===== src/rtl/hazard_controller_pkg.sv =====
// -----------------------------------------------------------------------------
// hazard_controller_pkg
//   Shared definitions for the five-stage pipeline hazard controller:
//   - FSM state encodings (RUN / MEM_WAIT / REDIRECT), exposed on ctrlState
//   - E-stage operand forward-select encodings
//   - register-index type
//   - fwdPick: priority select between E-M and M-W forwarding sources
// -----------------------------------------------------------------------------
package hazard_controller_pkg;

  // Controller FSM states (value visible on the ctrlState debug port)
  localparam logic [1:0] ST_RUN      = 2'd0;
  localparam logic [1:0] ST_MEM_WAIT = 2'd1;
  localparam logic [1:0] ST_REDIRECT = 2'd2;

  // E-stage operand source select
  localparam logic [1:0] FWD_REGFILE = 2'd0;
  localparam logic [1:0] FWD_EXMEM   = 2'd1;
  localparam logic [1:0] FWD_MEMWB   = 2'd2;

  typedef logic [3:0] regIdx_t;

  // The younger producer (in E) holds the newer value, so it wins over M.
  function automatic logic [1:0] fwdPick(input logic exHit, input logic memHit);
    if (exHit)       return FWD_EXMEM;
    else if (memHit) return FWD_MEMWB;
    else             return FWD_REGFILE;
  endfunction

endpackage


===== src/rtl/hazard_controller_compare.sv =====
// -----------------------------------------------------------------------------
// hazard_compare
//   Compares both decode-stage source indices against one destination index.
//   A match requires the source to be actually read; the destination's
//   write-enable is qualified by the caller because E and M use it differently.
//
//   Ports:
//     src1Idx, src2Idx  in  4  decode source register indices
//     src1Use, src2Use  in  1  source actually read
//     dstIdx            in  4  destination index of an older instruction
//     match1, match2    out 1  per-source index match
// -----------------------------------------------------------------------------
module hazard_compare
  import hazard_controller_pkg::*;
(
  input  regIdx_t src1Idx,
  input  regIdx_t src2Idx,
  input  logic    src1Use,
  input  logic    src2Use,
  input  regIdx_t dstIdx,
  output logic    match1,
  output logic    match2
);

  // Every index including r0 is compared; no register is treated as special.
  assign match1 = src1Use & (src1Idx == dstIdx);
  assign match2 = src2Use & (src2Idx == dstIdx);

endmodule


===== src/rtl/hazard_controller.sv =====
// -----------------------------------------------------------------------------
// hazard_controller
//   Drives enables and flushes of the PC and inter-stage registers of the
//   five-stage pipeline (F, D, E, M, W). Handles, in priority order:
//   reset > data-memory wait > redirect (branch/JAL in E) > RAW hazard > run.
//
//   Build option: HAZARD_FORWARD_EN
//     defined   - E-stage forwarding; only load-use stalls (1 bubble).
//     undefined - no forwarding; stall on any match against E or M dest,
//                 fwdSelA/B tied to the register file.
//
//   Parameters:
//     BR_PENALTY  0..7  extra cycles fetch output is discarded after redirect
//
//   Ports:
//     clk, reset                      clock, synchronous active-high reset
//     decSrc1Idx/decSrc2Idx/..Use     decode-stage sources
//     exWrtIndex/exRegWrEn/exIsLoad   E-stage destination info
//     memWrtIndex/memRegWrEn          M-stage destination info
//     memIsLoad/memIsStore/memAck     M-stage memory access and completion
//     exBrTaken/exIsJal               redirect resolved in E
//     pcWrEn/fdWrEn/deWrEn/emWrEn     register enables
//     fdFlush/deFlush                 bubble insertion into F-D / D-E
//     fwdSelA/fwdSelB                 E operand select (registered)
//     ctrlState                       FSM state, debug
//
//   Handshake note: every enable and flush is a same-cycle combinational
//   decision; a register captures (or bubbles) on the rising edge where its
//   enable (or flush) is high. A flush takes effect together with its enable.
// -----------------------------------------------------------------------------
module hazard_controller
  import hazard_controller_pkg::*;
#(
  parameter int BR_PENALTY = 1
) (
  input  logic       clk,
  input  logic       reset,
  input  regIdx_t    decSrc1Idx,
  input  regIdx_t    decSrc2Idx,
  input  logic       decSrc1Use,
  input  logic       decSrc2Use,
  input  regIdx_t    exWrtIndex,
  input  logic       exRegWrEn,
  input  logic       exIsLoad,
  input  regIdx_t    memWrtIndex,
  input  logic       memRegWrEn,
  input  logic       memIsLoad,
  input  logic       memIsStore,
  input  logic       memAck,
  input  logic       exBrTaken,
  input  logic       exIsJal,
  output logic       pcWrEn,
  output logic       fdWrEn,
  output logic       deWrEn,
  output logic       emWrEn,
  output logic       fdFlush,
  output logic       deFlush,
  output logic [1:0] fwdSelA,
  output logic [1:0] fwdSelB,
  output logic [1:0] ctrlState
);

  localparam logic [2:0] REDIR_INIT = (BR_PENALTY > 0) ? 3'(BR_PENALTY - 1) : 3'd0;

  logic [1:0] state, stateNext;
  logic [2:0] redirCnt, redirCntNext;

  logic exMatch1, exMatch2, memMatch1, memMatch2;
  logic memWait, redirReq, inRedirect, stall;

  hazard_compare uCmpEx (
    .src1Idx (decSrc1Idx),
    .src2Idx (decSrc2Idx),
    .src1Use (decSrc1Use),
    .src2Use (decSrc2Use),
    .dstIdx  (exWrtIndex),
    .match1  (exMatch1),
    .match2  (exMatch2)
  );

  hazard_compare uCmpMem (
    .src1Idx (decSrc1Idx),
    .src2Idx (decSrc2Idx),
    .src1Use (decSrc1Use),
    .src2Use (decSrc2Use),
    .dstIdx  (memWrtIndex),
    .match1  (memMatch1),
    .match2  (memMatch2)
  );

  // A pending data access freezes everything; the ack cycle itself runs
  // normally, so any redirect or hazard held in E/D is re-evaluated then.
  assign memWait    = (memIsLoad | memIsStore) & ~memAck;
  assign redirReq   = exBrTaken | exIsJal;
  assign inRedirect = (state == ST_REDIRECT);

`ifdef HAZARD_FORWARD_EN
  // Only a load in E cannot be forwarded in time.
  assign stall = exRegWrEn & exIsLoad & (exMatch1 | exMatch2);
`else
  // Without forwarding, both a load and an ALU result in E must reach the
  // register file first, as must anything in M. W is covered by the register
  // file writing before it is read.
  logic exHit;
  assign exHit = exMatch1 | exMatch2;
  assign stall = (exRegWrEn & exIsLoad & exHit)
               | (exRegWrEn & ~exIsLoad & exHit)
               | (memRegWrEn & (memMatch1 | memMatch2));
`endif

  // Enable / flush decision
  always_comb begin
    pcWrEn  = 1'b1;
    fdWrEn  = 1'b1;
    deWrEn  = 1'b1;
    emWrEn  = 1'b1;
    fdFlush = 1'b0;
    deFlush = 1'b0;
    if (reset) begin
      pcWrEn  = 1'b0;
      fdWrEn  = 1'b0;
      deWrEn  = 1'b0;
      emWrEn  = 1'b0;
      fdFlush = 1'b1;
      deFlush = 1'b1;
    end else if (memWait) begin
      pcWrEn = 1'b0;
      fdWrEn = 1'b0;
      deWrEn = 1'b0;
      emWrEn = 1'b0;
    end else if (redirReq) begin
      // PC loads the target; both younger wrong-path instructions are squashed.
      fdFlush = 1'b1;
      deFlush = 1'b1;
    end else if (inRedirect) begin
      // Instruction memory is still returning wrong-path words; D holds a
      // bubble from the redirect, so no hazard check is needed here.
      fdFlush = 1'b1;
    end else if (stall) begin
      pcWrEn  = 1'b0;
      fdWrEn  = 1'b0;
      deFlush = 1'b1;
    end
  end

  // Next state
  always_comb begin
    stateNext    = ST_RUN;
    redirCntNext = redirCnt;
    if (memWait) begin
      stateNext = ST_MEM_WAIT;
    end else if (redirReq) begin
      // A redirect while already in REDIRECT restarts the count.
      if (BR_PENALTY > 0) begin
        stateNext    = ST_REDIRECT;
        redirCntNext = REDIR_INIT;
      end else begin
        stateNext    = ST_RUN;
        redirCntNext = 3'd0;
      end
    end else if (inRedirect) begin
      if (redirCnt == 3'd0) begin
        stateNext = ST_RUN;
      end else begin
        stateNext    = ST_REDIRECT;
        redirCntNext = redirCnt - 3'd1;
      end
    end
  end

  always_ff @(posedge clk) begin
    if (reset) begin
      state    <= ST_RUN;
      redirCnt <= 3'd0;
    end else begin
      state    <= stateNext;
      redirCnt <= redirCntNext;
    end
  end

  assign ctrlState = state;

`ifdef HAZARD_FORWARD_EN
  // Operand selects travel with the instruction into E: captured when D-E
  // loads, zeroed with a bubble, held while D-E is frozen.
  logic [1:0] fwdA, fwdB;

  always_ff @(posedge clk) begin
    if (reset || deFlush) begin
      fwdA <= FWD_REGFILE;
      fwdB <= FWD_REGFILE;
    end else if (deWrEn) begin
      fwdA <= fwdPick(exMatch1 & exRegWrEn, memMatch1 & memRegWrEn);
      fwdB <= fwdPick(exMatch2 & exRegWrEn, memMatch2 & memRegWrEn);
    end
  end

  assign fwdSelA = fwdA;
  assign fwdSelB = fwdB;
`else
  assign fwdSelA = FWD_REGFILE;
  assign fwdSelB = FWD_REGFILE;
`endif

endmodule


===== config.mk =====
export PLATFORM = sky130hd
export DESIGN_NAME = hazard_controller
export DESIGN_NICKNAME = d
export VERILOG_FILES = /design/src/rtl/hazard_controller_pkg.sv /design/src/rtl/hazard_controller_compare.sv /design/src/rtl/hazard_controller.sv
export SDC_FILE = /design/constraint.sdc
export NUM_CORES = 1
export LEC_CHECK = 0
export ABC_AREA = 0
export ABC_CLOCK_PERIOD_IN_PS = 1600
export CORE_MARGIN = 3
export CORE_UTILIZATION = 32
export CTS_BUF_LIST = sky130_fd_sc_hd__clkbuf_16
export CTS_CLUSTER_SIZE = 12
export DETAILED_ROUTE_END_ITERATION = 7
export GPL_ROUTABILITY_DRIVEN = 0
export HOLD_SLACK_MARGIN = 0.1
export PLACE_DENSITY = 0.76
export SETUP_SLACK_MARGIN = 0.2
export SYNTH_ARGS = -nofsm -noshare
export SYNTH_HDL_FRONTEND = slang
export SYNTH_SLANG_ARGS = --single-unit

===== constraint.sdc =====
create_clock -name clk -period 1.6 [get_ports clk]
set_input_delay 0.32 -clock clk [delete_from_list [all_inputs] [get_ports clk]]
set_output_delay 0.32 -clock clk [all_outputs]
set_load 0.005 [all_outputs]

==> results.ini <==
[setup_path]
critPathCaptureType=output port
worst-path-buf-inv=4
path_cells=buf_6 > xor2_2 > nor3_1 > nand4_1 > nand4_1 > buf_4 > buf_6 > a311oi_2 > buf_2
critPathLaunch=memWrtIndex[0]
cp_slowest_cell=nor3_1
worst_path_dominant_cell_family=simple AND/OR/NAND/NOR gates
crit_fanout=2
worstPathRequired_ns=1.28
cp_slowest_stage_delay_ns=0.24
critPathArrivalTime_ns=1.53
r2r_slack_ns=0.31
crit_path_start_kind=primary input
reg2reg_from=redirCnt[0]
critical_path_class=in -> out

[drt]
wl_per_cell_um=14.36
vias=657
drt-initial-drc-count=7
viasPerCell=4.977
dr.pass1.iters=4
postRouteAntennaNets=0
remaining_drc_errors=0
wl_um=1895

[worst_hold_path]
hold_path_class=in -> reg
min_from=exBrTaken

[die]
fp.dieW_um=45.94
fp-row-count=13
start_util_pct=36.49
dieArea_um2=2110
io_pins=40
core_um2=1399
die_height_um=45.94

[grt]
grt_pass1_wl_um=2704
grt_antenna_before_repair=0
grt_pass1_vias=676
grt.overflow.total=0
grtUsageTotal_pct=19.24
grt_max_degree=6

[cells_and_area]
drive_gt1_share_pct=53.85
nets=148
synthToLayoutAreaGrowth_pct=122.1
final_util_pct=81.04
antenna_cells=0

[sta]
finalSetupViolCount=3
period_share_pct=115.7
rsz0062_at_grt=true
finalMaxSlewViolations=0
worst_slack_ns=-0.2509
finClkSkew_ns=0.0003796
period_needed_ns=1.851
fmax_mhz=540.3
hold_viol=0

[synth]
syn-cell-area_um2=510.5
ys_seq_area_share_pct=19.61
synthTopCellsByArea=xor2_1 21%, dfxtp_1 20%, buf_4 8.8%, nand4_1 7.4%, xnor2_1 6.9%
ys_types=20
syn_area_per_cell_um2=7.619
synth_cells=67
ys_warn_count=0
synth_top_area_share_pct=20.59
ys_ff_latch=5
synth_top_area_cell=xor2_1

[clock_network]
cts_made_buffers=3
hold_buffers=0
cts-root-buf=clkbuf_16
htree_levels=1
clock_path_buffers=2
numClockSinks=5
cts_tree=done
clk_pin_slew_ns=0.03
clock_latency_ns=0.23

[pwr]
max-vdd-ir-drop_v=0.0003988
power_uw=800.5
leakagePower_uw=0.0005295
powerDensity_nw_per_um2=706.1

[job]
maxCapViolations=0

[status]
violations=negative setup slack
outcome=finished with violations

[placed_design]
dp_hpwl_um=1251
pre_cts_slack_ns=-0.8761
portBuffers=34

-- layer usage --
| layer | share of wire [%] | track usage, % | wire length (um) | up-vias |
|---|---|---|---|---|
| met5 | 0 | 0 | 0 | - |
| met4 | 3.1 | 13.64 | 59 | 0 |
| met3 | 8.3 | 5.138 | 157 | 7 |
| met2 | 58 | 39.56 | 1106 | 36 |
| met1 | 30 | 14.19 | 572 | 300 |
| li1 | - | - | - | 314 |
-- state kept, by name, indices dropped and copies added (netlist names) --
name / flops
redirCnt: 3
ctrlState: 2
-- stage by stage --
stage,instance area [um2],setup TNS (ns),hold slack (ns),instances
after floorplan,528.0,0,0.4363,70
after global placement,905.9,-3.874,0.4431,121
after detailed placement,905.9,-4.124,0.4542,121
after CTS,1070,-0.6429,0.4787,129
after global routing,1134,-0.9369,0.4634,132
final,1134,-0.7219,0.4390,132
-- power by group --
part	internal (uW)	leakage (uW)	switching [uW]	total (uW)
Clock	324	0.0000423	87.7	412
Sequential	133	0.0000423	4.07	137
Combinational	150	0.000445	102	252
-- cell families after synthesis --
| logic type | Yosys count | synth area share (%) |
|---|---|---|
| AOI/OAI and AO/OA | 5 | 7.107 |
| xor gates and xnor gates | 16 | 27.45 |
| adders and majority gates | 2 | 4.901 |
| buffers and inverters | 10 | 11.76 |
| DFF | 5 | 19.61 |
| muxes | 2 | 3.922 |
| other | 1 | 0.7346 |
| and+or+nand+nor | 26 | 24.51 |
-- cell usage after synthesis (all sizes together) --
| cell type | instances |
|---|---|
| nand4 | 6 |
| buf | 6 |
| a21o | 1 |
| nor3 | 6 |
| nand2b | 1 |
| dfxtp | 5 |
| xnor2 | 4 |
| xor2 | 12 |
| conb | 1 |
| nand2 | 3 |
| a21oi | 1 |
| a311o | 1 |
| nor2 | 9 |
| a311oi | 1 |
| ha | 2 |
| mux2i | 2 |
| or2 | 1 |
| clkbuf | 1 |
| inv | 3 |
| o21ai | 1 |
-- worst reg2reg max path: stages (launching register included) --
cell     delay (ns)
dfxtp_2        0.32
inv_1          0.07
ha_4           0.17
ha_4           0.15
o21ai_2        0.15
nand2_2        0.11
mux2i_1        0.17
nor2_1         0.05
-- layout make-up --
type	count	area (um2)
timing repair buffer	50	454.2
tap	15	18.77
clock inverter	1	3.754
multi-input combinational	55	466.7
inverter	3	11.26
clock buffer	3	75.07
fill	91	265.3
sequential	5	103.9
-- path summary, 6_finish.rpt --
| check | cells after the start | end |
|---|---|---|
| min | 4 | redirCnt[0] |
| max reg2reg | 7 | redirCnt[2] |
| min reg2reg | 2 | redirCnt[0] |
| max | 9 | pcWrEn |
-- layout by cell type, fill, tap and decap left out, types with 2 or more instances in the layout --
master         instances
buf_4                 10
nor2_1                 6
clkbuf_16              3
dlygate4sd2_1          8
clkbuf_2               2
buf_6                 22
ha_4                   2
dfxtp_2                3
xnor2_2                2
nor3_1                 6
nand2_2                2
buf_2                  6
nor2_4                 2
mux2i_1                2
xor2_2                 3
conb_1                 4
xnor2_1                2
dfxtp_1                2
nand4_1                6
inv_1                  4
xor2_1                 9
-- repair_timing --
action,in CTS,in global routing
pin swaps,23,6
gates resized for setup,136,12
setup endpoints to repair,9,6
gates cloned,0,0
hold endpoints to repair,0,0
buffers inserted,4,3
Power figures use the tool's default switching activity.
==> RTL edit (config.mk and constraints unchanged) <==
Add a define of `HAZARD_FORWARD_EN`.
--- a/src/rtl/hazard_controller.sv
+++ b/src/rtl/hazard_controller.sv
@@ -29,4 +29,6 @@
 //   enable (or flush) is high. A flush takes effect together with its enable.
 // -----------------------------------------------------------------------------
+`define HAZARD_FORWARD_EN
+
 module hazard_controller
   import hazard_controller_pkg::*;
Behaviour: not the same (Yosys sat finds a counterexample within 4 cycles, from zero or initial values and one cycle with reset high).
==> RTL edit against the unedited design <==
  * The run still ends with setup timing left
  * Die area is 24% higher
  * Power is 32% higher
  * Routed wire length is 130% higher
  * Register-to-register slack worse by 110 ps
  * Combinational power is 50% higher
  * Synthesized area is 28% higher
  * Maximum frequency is 16% lower
  * Design area is 44% higher
  * Sequential cell count is 4 higher
  * Setup slack worse by 350 ps
  * Highest routed layer unchanged
==> RTL edit: results (changes against the unedited design) <==
outcome finished, violations left; violated checks setup timing; synth warn 0 (unchanged); WL per Instance 22.6 µm (+58%); Final WS setup -603 ps (-352 ps); most frequent cells after synthesis xor2_1, nor2_1, dfxtp_1; Iteration-0 DRC Markers 51 (+44); RR Startpoint redirCnt[0]; flop2flop setup slack 200 ps (-110 ps); vias in the first global route 1010 (+49%); critical path class input port to primary output; worst reg2reg path depth 7 (unchanged); Worst R2R End redirCnt[0]; initial antenna violation count 0 (unchanged); max reg flops 3 (unchanged); vias per cell 5.58 (+12%); sequential area share after synthesis 27.5% (+7.9 points); crit path DAT 1880 ps (+350 ps); main area contributors after synthesis dfxtp_1, xor2_1, nor2_1; leakage 0.789 nW (+49%); Async SR Flop Fraction 0% (unchanged); CP Max Fanout 2 (unchanged); VDD IR max 937 µV (+130%); Largest Register redirCnt; predominant post-synthesis flop cell dfxtp_1; Net count, final 195 (+32%); min-delay worst type flop to flop; crit path to deFlush; average cell area after synthesis 8.08 µm² (+6.0%); placed cell area 1250 µm² (+38%); layout cells sized above 1 55.5% (+1.6 points); Crit path largest cell delay 410 ps (+170 ps); largest net degree at the start of global routing 6 (unchanged); dpl hpwl 1.75 mm (+40%); CTS max path bufs 2 (unchanged); root buf cell clkbuf_16; Critical Path Start decSrc2Idx[3]; CTS buffer count 3 (unchanged); Cells after DPL 167 (+38%); CP max-delay cell nor4_4; n_diodes 0 (unchanged); first-pass GRT wire length 4.66 mm (+72%); dpl ws -1090 ps (-213 ps); final wirelength 4.28 mm (+130%); worst-margin pin slew about 380 ps; Buffers on Ports 39 (+15%); H-tree levels 1 (unchanged); Fillers 71 (-22%); top-count cell post-synth xor2_1; Synth cell types 25 (+25%); final setup violation count 5 (+2); clock skew 0.651 ps (+0.271 ps); GRT Total Usage 24.8% (+5.6 points); synthesized net count 111
RTL edit: cell types whose count changed after synthesis, sizes merged, moves of 3 or more:
cell,delta
buf,-4
dfxtp,+4
nand4,-4
nand3,+4
nand2,+3
RTL edit: where the power goes:
part           internal, mW  switching, mW
sequential            0.233        0.00484
combinational         0.203          0.175
clock                 0.327          0.116
RTL edit: critical path, delay by kind of cell:
family	cells	cell delay, ps
buffers and inverters	3	410
and+or+nand+nor	2	550
xor gates and xnor gates	1	170
AOI/OAI and AO/OA	2	420
RTL edit: area by class of cell:
cell class | instances | share of cell area [%]
sequential | 9 | 11.3
timing repair buffer | 83 | 44.4
tap | 25 | 1.92
inverter | 3 | 0.690
multi-input combinational | 65 | 36.9
clock buffer | 3 | 4.60
clock inverter | 1 | 0.230
RTL edit: what timing repair did:
item / in CTS / in global routing
gates cloned: 0 / 0
setup buffers: 16 / 2
pin swaps: 26 / 15
endpoints found under the setup margin: 15 / 18
gates resized for setup: 115 / 30
RTL edit: metrics by stage:
| stage | setup TNS [ps] | util, % | hold WS [ps] |
|---|---|---|---|
| finish | -2280 | 89.6 | 492 |
| global route | -2520 | 89.6 | 502 |
| CTS | -1370 | 81.6 | 464 |
| detailed placement | -6860 | 68.6 | 452 |
| global placement | -6430 | 68.6 | 438 |
| floorplan | -270 | - | 436 |
RTL edit: kinds of logic after synthesis:
| kind of cell | Yosys count | synth area share (%) |
|---|---|---|
| simple gates | 32 | 23.9 |
| compound gates | 13 | 15.1 |
| buf+inv | 7 | 5.16 |
| fa+ha+maj | 2 | 3.82 |
| xor+xnor | 16 | 21.4 |
| mux | 2 | 3.06 |
| flops | 9 | 27.5 |
RTL edit: how the worst min path moves through the flow:
stage / from / end / slack, ps / cells past startpoint
2_1_floorplan: redirCnt[0] / redirCnt[0] / 440 / 2
3_3_place_gp: redirCnt[0] / redirCnt[0] / 440 / 2
3_5_place_dp: redirCnt[0] / redirCnt[0] / 450 / 2
4_1_cts: redirCnt[0] / redirCnt[0] / 460 / 2
5_1_grt: fwdSelB[1] / fwdSelB[1] / 500 / 1
6_report: fwdSelB[1] / fwdSelB[1] / 490 / 1
RTL edit: metal layers:
metal / up-vias / part of all wire (%) / GRT usage (%)
met5: - / 0 / 0
met3: 32 / 6.7 / 7.58
met1: 502 / 35 / 24.7
li1: 445 / - / -
met4: 0 / 7.5 / 14.8
met2: 75 / 51 / 44.8
